<file path="config.mk">
export PLATFORM = sky130hd
export DESIGN_NAME = ex_result_stage
export DESIGN_NICKNAME = d
export VERILOG_FILES = /design/src/rtl/ex_pkg.sv /design/src/rtl/ex_result_fifo.sv /design/src/rtl/ex_result_stage.sv
export SDC_FILE = /design/constraint.sdc
export NUM_CORES = 1
export LEC_CHECK = 0
export ABC_CLOCK_PERIOD_IN_PS = 5100
export BUFFER_PORTS_ARGS = -buffer_cell sky130_fd_sc_hd__buf_2
export CAP_MARGIN = 10
export CORE_ASPECT_RATIO = 1.4
export CORE_MARGIN = 8
export CORE_UTILIZATION = 25
export CTS_CLUSTER_SIZE = 16
export DETAILED_ROUTE_END_ITERATION = 8
export SLEW_MARGIN = 20
export SYNTH_ARGS = -nofsm -noshare
export SYNTH_HDL_FRONTEND = slang
export SYNTH_HIERARCHICAL = 1
export SYNTH_SLANG_ARGS = --single-unit
</file>
<file path="constraint.sdc">
create_clock -name clk -period 5.1 [get_ports clk]
set_input_delay 0.255 -clock clk [delete_from_list [all_inputs] [get_ports clk]]
set_output_delay 0.255 -clock clk [all_outputs]
set_load 0.05 [all_outputs]
</file>
<file path="src/rtl/ex_pkg.sv">
// Shared definitions for the execute result stage: ALU op codes, flag positions,
// and the width of a buffered result entry.
package ex_pkg;

  localparam logic [6:0] OP_ADD = 7'h00;
  localparam logic [6:0] OP_SUB = 7'h01;
  localparam logic [6:0] OP_AND = 7'h02;
  localparam logic [6:0] OP_OR  = 7'h03;
  localparam logic [6:0] OP_XOR = 7'h04;
  localparam logic [6:0] OP_SLL = 7'h05;
  localparam logic [6:0] OP_SRL = 7'h06;
  localparam logic [6:0] OP_SLT = 7'h07;
  localparam logic [6:0] OP_BEQ = 7'h20;
  localparam logic [6:0] OP_BNE = 7'h21;
  localparam logic [6:0] OP_BLT = 7'h22;
  localparam logic [6:0] OP_BGE = 7'h23;

  localparam int FLAG_ZERO    = 0;
  localparam int FLAG_CARRY   = 1;
  localparam int FLAG_OVF     = 2;
  localparam int STICKY_CARRY = 0;
  localparam int STICKY_OVF   = 1;

  // Entry layout is {result, rd, wb_en, flags}; the non-result part is fixed.
  localparam int XLEN_DEFAULT = 32;
  localparam int ENTRY_META_W = 5 + 1 + 3;
  localparam int ENTRY_W      = XLEN_DEFAULT + ENTRY_META_W;

  function automatic logic is_branch(input logic [6:0] op);
    return (op >= OP_BEQ) && (op <= OP_BGE);
  endfunction

endpackage

</file>
<file path="src/rtl/ex_result_fifo.sv">
// Small synchronous FIFO with occupancy-based ready, flush, and an output
// that holds the last head value while empty.
module ex_result_fifo #(
  parameter int DEPTH = 2,
  parameter int WIDTH = 41
) (
  input  logic             clk,
  input  logic             rst_n,
  input  logic             flush,
  input  logic             push,
  input  logic [WIDTH-1:0] push_data,
  output logic             in_ready,
  output logic             out_valid,
  input  logic             pop_ready,
  output logic [WIDTH-1:0] out_data
);

  localparam int PW = (DEPTH > 1) ? $clog2(DEPTH) : 1;
  localparam int CW = $clog2(DEPTH + 1);

  logic [WIDTH-1:0] mem [DEPTH];
  logic [PW-1:0]    wr_ptr;
  logic [PW-1:0]    rd_ptr;
  logic [CW-1:0]    count;
  logic [WIDTH-1:0] hold_q;
  logic             do_push;
  logic             do_pop;

  // Ready depends only on occupancy so there is no path from pop_ready.
  assign in_ready  = count < CW'(DEPTH);
  assign out_valid = count != '0;
  assign do_push   = push && in_ready;
  assign do_pop    = out_valid && pop_ready;
  assign out_data  = out_valid ? mem[rd_ptr] : hold_q;

  always_ff @(posedge clk or negedge rst_n) begin
    if (!rst_n) begin
      count  <= '0;
      wr_ptr <= '0;
      rd_ptr <= '0;
    end else if (flush) begin
      count  <= '0;
      wr_ptr <= '0;
      rd_ptr <= '0;
    end else begin
      if (do_push) wr_ptr <= wr_ptr + 1'b1;
      if (do_pop)  rd_ptr <= rd_ptr + 1'b1;
      count <= count + CW'(do_push) - CW'(do_pop);
    end
  end

  always_ff @(posedge clk or negedge rst_n) begin
    if (!rst_n) begin
      hold_q <= '0;
    end else if (out_valid) begin
      hold_q <= mem[rd_ptr];
    end
  end

  always_ff @(posedge clk) begin
    if (do_push && !flush) mem[wr_ptr] <= push_data;
  end

endmodule

</file>
<file path="src/rtl/ex_result_stage.sv">
// Execute-to-memory boundary: branch resolution with shadow squash, sticky
// carry/overflow status, and a result FIFO toward writeback.
module ex_result_stage
  import ex_pkg::*;
#(
  parameter int DEPTH     = 2,
  parameter int BR_SHADOW = 1,
  parameter int XLEN      = 32
) (
  input  logic            clk,
  input  logic            rst_n,
  input  logic            in_valid,
  output logic            in_ready,
  input  logic [6:0]      in_op,
  input  logic [XLEN-1:0] in_result,
  input  logic            in_zero,
  input  logic            in_carry,
  input  logic            in_overflow,
  input  logic [XLEN-1:0] in_pc,
  input  logic [XLEN-1:0] in_imm,
  input  logic [4:0]      in_rd,
  input  logic            in_wb_en,
  input  logic            flush,
  input  logic            clr_sticky,
  output logic            out_valid,
  input  logic            out_ready,
  output logic [XLEN-1:0] out_result,
  output logic [4:0]      out_rd,
  output logic            out_wb_en,
  output logic [2:0]      out_flags,
  output logic            redirect_valid,
  output logic [XLEN-1:0] redirect_pc,
  output logic            redirect_misalign,
  output logic [1:0]      sticky_flags
);

  localparam int EW = XLEN + ENTRY_META_W;

  logic [1:0]      shadow_cnt;
  logic            is_br;
  logic            accept;
  logic            keep;
  logic            taken;
  logic [XLEN-1:0] target;
  logic [2:0]      in_flags;
  logic [EW-1:0]   push_data;
  logic [EW-1:0]   head;

  // An accepted instruction survives only outside the shadow and flush.
  assign is_br  = is_branch(in_op);
  assign accept = in_valid && in_ready;
  assign keep   = accept && !flush && (shadow_cnt == 2'd0);
  assign taken  = keep && is_br && in_result[0];
  assign target = in_pc + in_imm;

  assign in_flags[FLAG_ZERO]  = in_zero;
  assign in_flags[FLAG_CARRY] = in_carry;
  assign in_flags[FLAG_OVF]   = in_overflow;
  assign push_data = {in_result, in_rd, in_wb_en && !is_br, in_flags};

  ex_result_fifo #(
    .DEPTH (DEPTH),
    .WIDTH (EW)
  ) u_fifo (
    .clk       (clk),
    .rst_n     (rst_n),
    .flush     (flush),
    .push      (keep),
    .push_data (push_data),
    .in_ready  (in_ready),
    .out_valid (out_valid),
    .pop_ready (out_ready),
    .out_data  (head)
  );

  assign {out_result, out_rd, out_wb_en, out_flags} = head;

  always_ff @(posedge clk or negedge rst_n) begin
    if (!rst_n) begin
      redirect_valid    <= 1'b0;
      redirect_pc       <= '0;
      redirect_misalign <= 1'b0;
    end else begin
      redirect_valid    <= taken;
      redirect_misalign <= taken && (target[1:0] != 2'b00);
      if (taken) redirect_pc <= target;
    end
  end

  always_ff @(posedge clk or negedge rst_n) begin
    if (!rst_n) begin
      shadow_cnt <= 2'd0;
    end else if (flush) begin
      shadow_cnt <= 2'd0;
    end else if (taken) begin
      shadow_cnt <= 2'(BR_SHADOW);
    end else if (accept && shadow_cnt != 2'd0) begin
      shadow_cnt <= shadow_cnt - 2'd1;
    end
  end

  // Clear beats a same-cycle update.
  always_ff @(posedge clk or negedge rst_n) begin
    if (!rst_n) begin
      sticky_flags <= 2'b00;
    end else if (clr_sticky) begin
      sticky_flags <= 2'b00;
    end else if (keep && !is_br) begin
      sticky_flags[STICKY_CARRY] <= sticky_flags[STICKY_CARRY] | in_carry;
      sticky_flags[STICKY_OVF]   <= sticky_flags[STICKY_OVF] | in_overflow;
    end
  end

endmodule

</file>
==> results.py <==
metrics = {
    "pwr": {
        "irDropWorstVdd_uv": 248,
        "cellPowerDensity_nw_per_um2": 529,
        "power_mw": 5.32,
        "power.leakage_nw": 4.27,
    },
    "timing": {
        "setup_viol": 0,
        "drv_slew": 0,
        "finalCritPeriodShare_pct": 57.1,
        "relSlewSlack_pct": 37.6,
        "clock_skew_ns": 0.0158,
        "fin_ws_ns": 2.19,
        "fin_crit_ns": 2.91,
        "fmax_ghz": 0.344,
        "fin_setup_tns_ns": 0,
        "worst_pin_slew_ns": 0.928,
        "rsz0062_at_grt": "false",
        "final_hold_viol_count": 0,
    },
    "logic_synthesis": {
        "ys_async_sr_fraction_pct": 50.3,
        "synth-edff-count": 82,
        "synth-simple-area-share_pct": 11.2,
        "synth.ff_latch_count": 165,
        "synth_ff_type": "dfrtp_1",
        "syn-num-nets": 826,
        "synth_area_per_cell_um2": 11.6,
        "yosys_warnings": 6,
        "synthAdderAreaFrac_pct": 5.54,
        "ys_seq_area_share_pct": 58.1,
        "synth_compound_area_share_pct": 13.8,
        "synth.area.mux_share_pct": 5.25,
        "synthDistinctLibCells": 60,
        "synthCells": 674,
        "synth_top_family_by_area": "compound AO/OA/AOI/OAI gates",
        "syn-cell-area_um2": 7810,
        "synth_xor_area_share_pct": 2.69,
    },
    "clock_tree": {
        "cts_buffer_depth": 2,
        "clock_sinks": 165,
        "root_buffer": "clkbuf_16",
        "tritoncts": "built",
        "cts_max_level": 4,
        "clock_latency_ns": 0.44,
        "ctsHoldBuffers": 39,
        "post_cts_buffers": 0,
        "cts.repair.resized": 0,
        "cts_buffers": 17,
        "path_clk_slew_ns": 0.07,
    },
    "final_layout": {
        "antenna_cells": 0,
        "nets": 1055,
        "drive_gt1_share_pct": 26.7,
        "finalInstanceArea_um2": 10100,
        "areaGrowthSynthToFinish_pct": 28.9,
        "final_util_pct": 32.7,
    },
    "worst_setup_path": {
        "critPathArrivalTime_ns": 2.65,
        "critPathKind": "reg -> out",
        "crit_required_ns": 4.85,
        "crit_fanout": 46,
        "cp-start-kind": "flop",
        "crit_path_end_kind": "output pin",
    },
    "drt": {
        "wirelength_mm": 22.1,
        "drtPass1Iterations": 4,
        "vias": 5956,
        "drt_iter0_markers": 250,
        "vias_per_cell": 4.56,
        "wl_per_cell_um": 16.9,
        "route.detailed.drc": 0,
        "ant_nets": 0,
    },
    "floorplan": {
        "die_w_um": 165,
        "initial_core_util_pct": 25.4,
        "coreArea_um2": 30800,
        "fp.dieArea_um2": 37300,
        "ios": 197,
        "die_y_um": 225,
        "rows": 76,
    },
    "global_route": {
        "grt.met3_usage_pct": 3.56,
        "met2_usage_pct": 21.6,
        "grt_busiest_layer": "met2",
        "grt_max_degree": 53,
        "grtUsageMet1_pct": 13.2,
        "grt_usage_pct": 12.1,
        "grt-ovfl-total": 0,
        "grt_pass1_wl_mm": 34.5,
        "grt_pass1_vias": 6333,
        "antenna_found_initial": 2,
    },
    "run": {
        "maxCapViolations": 0,
    },
    "placed_design": {
        "pre_cts_slack_ns": 1.81,
        "dp_hpwl_mm": 16.1,
        "port_buffers": 194,
        "detailed_place.area_um2": 9110,
        "gp_congestion": 0.822,
    },
    "worst_hold_path": {
        "worstHoldPathType": "in -> reg",
    },
    "status": {
        "outcome": "finished, final reports clean",
    },
}
## cells by family (layout without fill, tap and decap cells)
group	after synthesis	after routing
multiplexers	41	41
XOR/XNOR	24	24
adder cells (fa/ha/maj)	34	34
flip-flops	165	165
buffers and inverters	40	282
AO/OA/AOI/OAI	178	178
AND/OR/NAND/NOR	192	192
## worst paths after layout
path                                                 start                           to  slack [ns]  cells past startpoint
worst min register to register  redirect_pc[8]$_DFFE_PN0P_   redirect_pc[8]$_DFFE_PN0P_        0.47                      2
worst max register to register   u_fifo/count[1]$_DFF_PN0_  redirect_pc[25]$_DFFE_PN0P_        2.58                      7
worst max-delay path             u_fifo/count[0]$_DFF_PN0_                    out_rd[4]        2.19                      5
max in group asynchronous                            rst_n    u_fifo/rd_ptr$_DFFE_PN0P_        3.66                      3
min in group asynchronous                            rst_n   redirect_pc[3]$_DFFE_PN0P_        0.40                      2
worst min-delay path                           in_overflow   u_fifo/mem[0][2]$_DFFE_PP_        0.05                      1
## cell usage after synthesis, drive strengths merged, types with 3 or more instances
library cell	count	area (um2)
nor2	69	259
nor3	8	40.0
inv	9	33.8
o21a	3	22.5
buf	22	199
nor2b	4	25.0
xor2	15	131
nand2	58	218
and3	3	18.8
clkbuf	9	38.8
mux2i	41	410
dfrtp	83	2080
o211ai	6	45.0
nand2b	3	18.8
or4	3	22.5
nor3b	4	30.0
a31oi	5	31.3
nand3	20	100
edfxtp	82	2460
ha	33	413
a211oi	6	50.1
a21o	19	143
o31ai	4	35.0
a21oi	75	375
o21ai	41	205
xnor2	9	78.8
or3	6	40.0
nand4	6	37.5
## sequential cells by signal (all words and copies together) (netlist names)
| signal | cells |
|---|---|
| redirect_misalign | 1 |
| sticky_flags | 2 |
| u_fifo/count | 2 |
| u_fifo/hold_q | 41 |
| u_fifo/rd_ptr | 1 |
| u_fifo/wr_ptr | 1 |
| redirect_valid | 1 |
| u_fifo/mem | 82 |
| redirect_pc | 32 |
| shadow_cnt | 2 |
## worst max-delay path, stage by stage (launching register included)
cell and delay, ns:
dfrtp_1 0.40, or2_2 0.73, buf_4 0.49, nor2_1 0.07, a21oi_1 0.20, buf_2 0.31
## cell type report
type	instances	area, um2
clock inverters	15	141
well taps	390	488
inverters	9	33.8
fillers	3149	20700
multi-input cells	469	3020
repair buffers	241	1420
flip-flops and latches	165	4540
clock buffers	17	425
## placed cells by master (no fill, tap or decap), drive strengths merged, types with 20 or more instances in the layout
cell         instances
nand3               20
mux2i               41
nor2                69
nand2               58
edfxtp              82
buf                202
dfrtp               83
o21ai               41
a21oi               75
dlygate4sd3         39
ha                  33
## where the power goes
part	total, mW	switching [mW]	internal, mW
Sequential	1.75	0.0975	1.65
Combinational	2.32	1.76	0.555
Clock	1.26	0.576	0.684
Total	5.32	2.44	2.89
## through the flow
stage	hold slack [ns]	instances
after floorplan	-0.0406	674
after global placement	0.343	1235
after detailed placement	0.345	1235
after CTS	0.00735	1306
after global routing	0.0185	1306
final	0.0470	1306
## metal layers
layer	share of wire (%)	wire, um
met3	5.4	1200
met1	40	8830
met4	2.1	457
met5	0.12	27
met2	52	11600
Note: power is estimated with default switching activity, not from simulation.
